File: config.mk
export PLATFORM = sky130hd
export DESIGN_NAME = rns_fwd_conv_9_8_7
export DESIGN_NICKNAME = d
export VERILOG_FILES = /design/src/rtl/rns_9_8_7_pkg.sv /design/src/rtl/rns_mod_step.sv /design/src/rtl/rns_fwd_conv_9_8_7.sv
export SDC_FILE = /design/constraint.sdc
export NUM_CORES = 1
export LEC_CHECK = 0
export CORE_MARGIN = 8
export CORE_UTILIZATION = 53
export DETAILED_ROUTE_END_ITERATION = 7
export GPL_TIMING_DRIVEN = 0
export PLACE_DENSITY = 0.83
export SKIP_CTS_REPAIR_TIMING = 1
export SYNTH_ARGS = -nofsm -noshare
export SYNTH_HDL_FRONTEND = slang
export SYNTH_HIERARCHICAL = 1
export SYNTH_SLANG_ARGS = --single-unit
export TNS_END_PERCENT = 5
File: constraint.sdc
create_clock -name clk_in -period 2.1 [get_ports clk_in]
set_clock_uncertainty 0.1 [all_clocks]
set_input_delay 0.63 -clock clk_in [delete_from_list [all_inputs] [get_ports clk_in]]
set_output_delay 0.63 -clock clk_in [all_outputs]
set_load 0.01 [all_outputs]
File: src/rtl/rns_9_8_7_pkg.sv
// Shared definitions for the {9, 8, 7} residue number system blocks:
// moduli, residue widths and the converter FSM state encoding.
package rns_9_8_7_pkg;

    localparam int MOD1    = 9;
    localparam int MOD2    = 8;
    localparam int MOD3    = 7;
    localparam int M_RANGE = MOD1 * MOD2 * MOD3;

    localparam int W1 = 4;
    localparam int W2 = 3;
    localparam int W3 = 3;

    typedef enum logic [1:0] {
        IDLE  = 2'd0,
        SHIFT = 2'd1,
        DONE  = 2'd2
    } rns_state_t;

endpackage

File: src/rtl/rns_mod_step.sv
// One MSB-first Horner step of a modular reduction: (2*acc + b) mod MOD.
// acc is always < MOD, so 2*acc+b < 2*MOD and one conditional subtract suffices.
module rns_mod_step #(
    parameter int MOD = 9,
    parameter int W   = 4
) (
    input  logic [W-1:0] acc_i,
    input  logic         b_i,
    output logic [W-1:0] res_o
);

    localparam logic [W:0] MOD_V = (W+1)'(MOD);

    logic [W:0] t;

    assign t     = {acc_i, b_i};
    assign res_o = (t >= MOD_V) ? W'(t - MOD_V) : t[W-1:0];

endmodule

File: src/rtl/rns_fwd_conv_9_8_7.sv
// Bit-serial binary-to-RNS forward converter for moduli {9, 8, 7}.
// Consumes the captured operand MSB first, one bit per clock, with valid/ready on both sides.
module rns_fwd_conv_9_8_7 #(
    parameter int X_WIDTH = 9,
    parameter int M_RANGE = 504
) (
    input  logic               clk_in,
    input  logic               rst_in,
    input  logic [X_WIDTH-1:0] x_in,
    input  logic               valid_in,
    output logic               ready_out,
    output logic [3:0]         r1_out,
    output logic [2:0]         r2_out,
    output logic [2:0]         r3_out,
    output logic               range_err_out,
    output logic               valid_out,
    input  logic               ready_in
);
    import rns_9_8_7_pkg::*;

    localparam int                CNT_W     = $clog2(X_WIDTH);
    localparam logic [CNT_W-1:0]  CNT_INIT  = CNT_W'(X_WIDTH - 1);
    localparam logic [X_WIDTH:0]  M_RANGE_V = (X_WIDTH+1)'(M_RANGE);

    rns_state_t         state_q, state_d;
    logic [X_WIDTH-1:0] sh_q, sh_d;
    logic [CNT_W-1:0]   cnt_q, cnt_d;
    logic [W1-1:0]      a9_q, a9_d, a9_step, r1_q, r1_d;
    logic [W2-1:0]      a8_q, a8_d, a8_step, r2_q, r2_d;
    logic [W3-1:0]      a7_q, a7_d, a7_step, r3_q, r3_d;
    logic               rerr_q, rerr_d;
    logic               b;

    // The shift register moves the next bit to its MSB, so b is always x[cnt].
    assign b = sh_q[X_WIDTH-1];

    rns_mod_step #(.MOD(MOD1), .W(W1)) u_step9 (
        .acc_i (a9_q),
        .b_i   (b),
        .res_o (a9_step)
    );

    rns_mod_step #(.MOD(MOD3), .W(W3)) u_step7 (
        .acc_i (a7_q),
        .b_i   (b),
        .res_o (a7_step)
    );

    assign a8_step = {a8_q[W2-2:0], b};

    always_comb begin
        state_d = state_q;
        sh_d    = sh_q;
        cnt_d   = cnt_q;
        a9_d    = a9_q;
        a8_d    = a8_q;
        a7_d    = a7_q;
        r1_d    = r1_q;
        r2_d    = r2_q;
        r3_d    = r3_q;
        rerr_d  = rerr_q;
        case (state_q)
            IDLE: begin
                if (valid_in) begin
                    sh_d    = x_in;
                    cnt_d   = CNT_INIT;
                    a9_d    = '0;
                    a8_d    = '0;
                    a7_d    = '0;
                    rerr_d  = ({1'b0, x_in} >= M_RANGE_V);
                    state_d = SHIFT;
                end
            end
            SHIFT: begin
                sh_d = {sh_q[X_WIDTH-2:0], 1'b0};
                a9_d = a9_step;
                a8_d = a8_step;
                a7_d = a7_step;
                if (cnt_q == '0) begin
                    r1_d    = a9_step;
                    r2_d    = a8_step;
                    r3_d    = a7_step;
                    state_d = DONE;
                end else begin
                    cnt_d = cnt_q - 1'b1;
                end
            end
            DONE: begin
                if (ready_in) begin
                    state_d = IDLE;
                end
            end
            default: state_d = IDLE;
        endcase
    end

    always_ff @(posedge clk_in or posedge rst_in) begin
        if (rst_in) begin
            state_q <= IDLE;
            sh_q    <= '0;
            cnt_q   <= '0;
            a9_q    <= '0;
            a8_q    <= '0;
            a7_q    <= '0;
            r1_q    <= '0;
            r2_q    <= '0;
            r3_q    <= '0;
            rerr_q  <= 1'b0;
        end else begin
            state_q <= state_d;
            sh_q    <= sh_d;
            cnt_q   <= cnt_d;
            a9_q    <= a9_d;
            a8_q    <= a8_d;
            a7_q    <= a7_d;
            r1_q    <= r1_d;
            r2_q    <= r2_d;
            r3_q    <= r3_d;
            rerr_q  <= rerr_d;
        end
    end

    assign ready_out     = (state_q == IDLE);
    assign valid_out     = (state_q == DONE);
    assign r1_out        = r1_q;
    assign r2_out        = r2_q;
    assign r3_out        = r3_q;
    assign range_err_out = rerr_q;

endmodule

==> metrics.txt <==
biggest area contributors in the synthesized netlist dfrtp_1, mux2_4, a22o_1; Distinct cells, synth 36; path class of the lowest-slack min-delay path reg2reg; series of cell instances along the critical path ha_1 > o41a_1 > o21ai_0 > o21ai_1 > mux2_2; Post-Syn Nets 171; pins over their slew limit 0; internal power 0.00196 W; Async S/R FF share, synth 1.00; unrepaired setup endpoints after global routing true; most common library cells after synthesis dfrtp_1, nand2_1, o21ai_0, mux2_4, a22o_1; number of nets in the layout 206; final number of hold-violating endpoints 0; kind of start point of the critical path flop; last weighted congestion value of the routability-driven placer 0.812; Max Fclk 488 MHz; count of flip-flops with a built-in enable after synthesis 0; data required time at the worst endpoint 2.25 ns; run status finished, final reports clean; remaining global-route overflow 0; final cell count without fillers 234; final standard cell utilization of the core 0.692; sinks on the clock net 35; Largest stage delay, worst path 0.50 ns; Post-Route WL 3880 µm; All-Layer GR Usage 0.154; count of endpoints failing setup in the final report 0; peak supply drop 0.753 mV; post-detailed-route DRC marker count 0; routed wire length per instance 16.6 µm; cells after synthesis 154; global-route wire length before repair 6470 µm; Max-Slew Margin vs Limit 0.685; clock transition at the register clock pins on the worst setup and hold paths after CTS 0.11 ns; logic gate share of total power 0.481; total core area 0.00308 mm²; synthesized area divided by synthesized cell count 11.2 µm²; Clock Power Share 0.136; final antenna-violating net count 0; crit end category flop; share of the synthesized area in the top cell type 0.508; leak pwr 0.998 nW; Die Width 73.0 µm; largest net degree at the start of global routing 36; drt via density 5.73; total vias in the final route 1340; Max-cap violations 0; portion of the post-synthesis area used by sequential elements 0.508; number of buffers inserted during clock tree synthesis 5; deepest level of the CTS H-tree 2; total inserted antenna cells 0; number of buffers added on ports 25; Initial Util 0.560; Psw 0.00120 W; primary flip-flop cell chosen by synthesis mapping dfrtp_1; root buf cell clkbuf_4; library cell occupying the most area in the post-synthesis netlist dfrtp_1; startpoint of the lowest-slack register-to-register path sh_q[8]$_DFFE_PP0P_; maximum buffer depth of the clock tree 2; worst-margin pin slew 0.473 ns; Syn Std Cell Area 0.00172 mm²; origin of the worst min-delay path sh_q[3]$_DFFE_PP0P_; switching part of the total 0.381; Inst Count DP 223; TritonCTS clock tree yes; initial antenna violation count 0; Synthesis Warnings 6; Power per Cell Area 1480 mW/mm²; Setup Crit Path Kind reg2reg; placed wire-length estimate 2770 µm; number of rows in the core area 20; Tot Pwr 0.00316 W; sequential share of power 0.383; final critical-path share of the clock period 0.975; largest fanout on the critical path 9; Area growth syn-to-layout 23.6%; min Tclk post-route 2.05 ns; synthesis-stage register bit count 35; detailed router's first-iteration violation count 101; slowest cell on the critical path dfrtp_2; insertion delay to the later sink of the worst-skew pair 0.35 ns; Pre-Repair DR Iteration Count 4; fraction of final layout cells with drive strength greater than 1 0.195; most frequent cell after synthesis dfrtp_1; Arrival @ worst endpoint 2.20 ns; die outline area 0.00533 mm²; die span in y 73.0 µm; total I/O pin count 26; via count of the first global-routing pass 1364; startpoint of the most critical setup path sh_q[8]$_DFFE_PP0P_
## logic make-up (layout without fill, tap and decap cells)
group	Yosys count	count (layout)	share of synthesized area
adders and majority gates	4	4	0.0290
buffers and inverters	13	49	0.0356
xor gates and xnor gates	1	1	0.00508
and+or+nand+nor	47	47	0.158
AOI/OAI and AO/OA	41	41	0.159
DFF	35	35	0.508
muxes	13	13	0.105
## metrics by stage
stage / instance area [µm²] / hold slack, ns / setup TNS [ns] / setup slack (ns)
after floorplan: 1720 / 0.350 / 0 / 0.294
after global placement: 2030 / 0.365 / -6.83 / -0.162
after detailed placement: 2030 / 0.381 / -10.81 / -0.246
after CTS: 2100 / 0.403 / -0.891 / -0.485
after global routing: 2130 / 0.417 / -0.0170 / -0.00855
final: 2130 / 0.404 / 0 / 0.0515
## routing by layer
| metal | track usage | routed length [µm] | vias up |
|---|---|---|---|
| li1 | - | - | 625 |
| met1 | 0.184 | 1660 | 655 |
| met2 | 0.242 | 1890 | 49 |
| met3 | 0.0563 | 249 | 11 |
| met4 | 0.0644 | 76 | 0 |
| met5 | 0 | 0 | - |
## final cells by class
type / instances / area (µm²)
inverter: 6 / 22.5
sequential: 35 / 880
clock buffer: 8 / 68.8
fill: 241 / 947
tap: 44 / 55.1
buffer: 7 / 42.5
timing repair buffer: 28 / 275
multi-input combinational: 106 / 787
## critical path, delay by kind of cell (launching register included)
kind,cells,cell delay (ns)
compound gates,3,0.83
fa+ha+maj,1,0.25
flops,1,0.50
mux,1,0.28
## power groups by stage
stage               Combinational [W]  Clock, W  Sequential [W]
floorplan                     0.00100         0         0.00119
global placement              0.00142         0         0.00119
detailed placement            0.00149         0         0.00122
CTS                           0.00149  0.000433         0.00120
global route                  0.00168  0.000454         0.00125
finish                        0.00152  0.000429         0.00121
## state kept, by name, indices dropped and copies added (netlist names)
register and cells:
r1_out 4, r3_out 3, a7_q 3, a9_q 4
r2_out 3, sh_q 9, cnt_q 4, a8_q 2
range_err_out 1, state_q 2
## final timing paths
path,to,slack [ns],cells past startpoint
max,r1_out[2]$_DFFE_PP0P_,0.05,5
min,sh_q[3]$_DFFE_PP0P_,0.40,2
max reg2reg,r1_out[2]$_DFFE_PP0P_,0.05,5
min reg2reg,sh_q[3]$_DFFE_PP0P_,0.40,2
max in group asynchronous,sh_q[8]$_DFFE_PP0P_,1.05,3
min in group asynchronous,r3_out[0]$_DFFE_PP0P_,0.42,2
## layout by cell type (no fill, tap or decap), types with 2 or more instances in the layout
cell | netlist | layout
a21oi_1 | 7 | 7
a22o_1 | 9 | 9
a22oi_1 | 2 | 2
and3b_1 | 6 | 6
buf_2 | 4 | 4
buf_4 | 0 | 3
clkbuf_1 | 2 | 2
clkbuf_2 | 0 | 2
clkbuf_4 | 0 | 5
clkbuf_8 | 0 | 2
clkdlybuf4s50_1 | 0 | 23
dfrtp_1 | 35 | 32
dfrtp_2 | 0 | 3
ha_1 | 4 | 4
inv_1 | 6 | 5
mux2_4 | 10 | 10
mux2i_1 | 2 | 2
nand2_1 | 17 | 17
nand2b_1 | 3 | 3
nand3_1 | 6 | 6
nor2_1 | 2 | 2
nor2b_1 | 3 | 3
nor3_1 | 2 | 2
o21ai_0 | 14 | 14
o31ai_1 | 2 | 2
or3_1 | 2 | 2
Note: power is estimated with default switching activity, not from simulation.
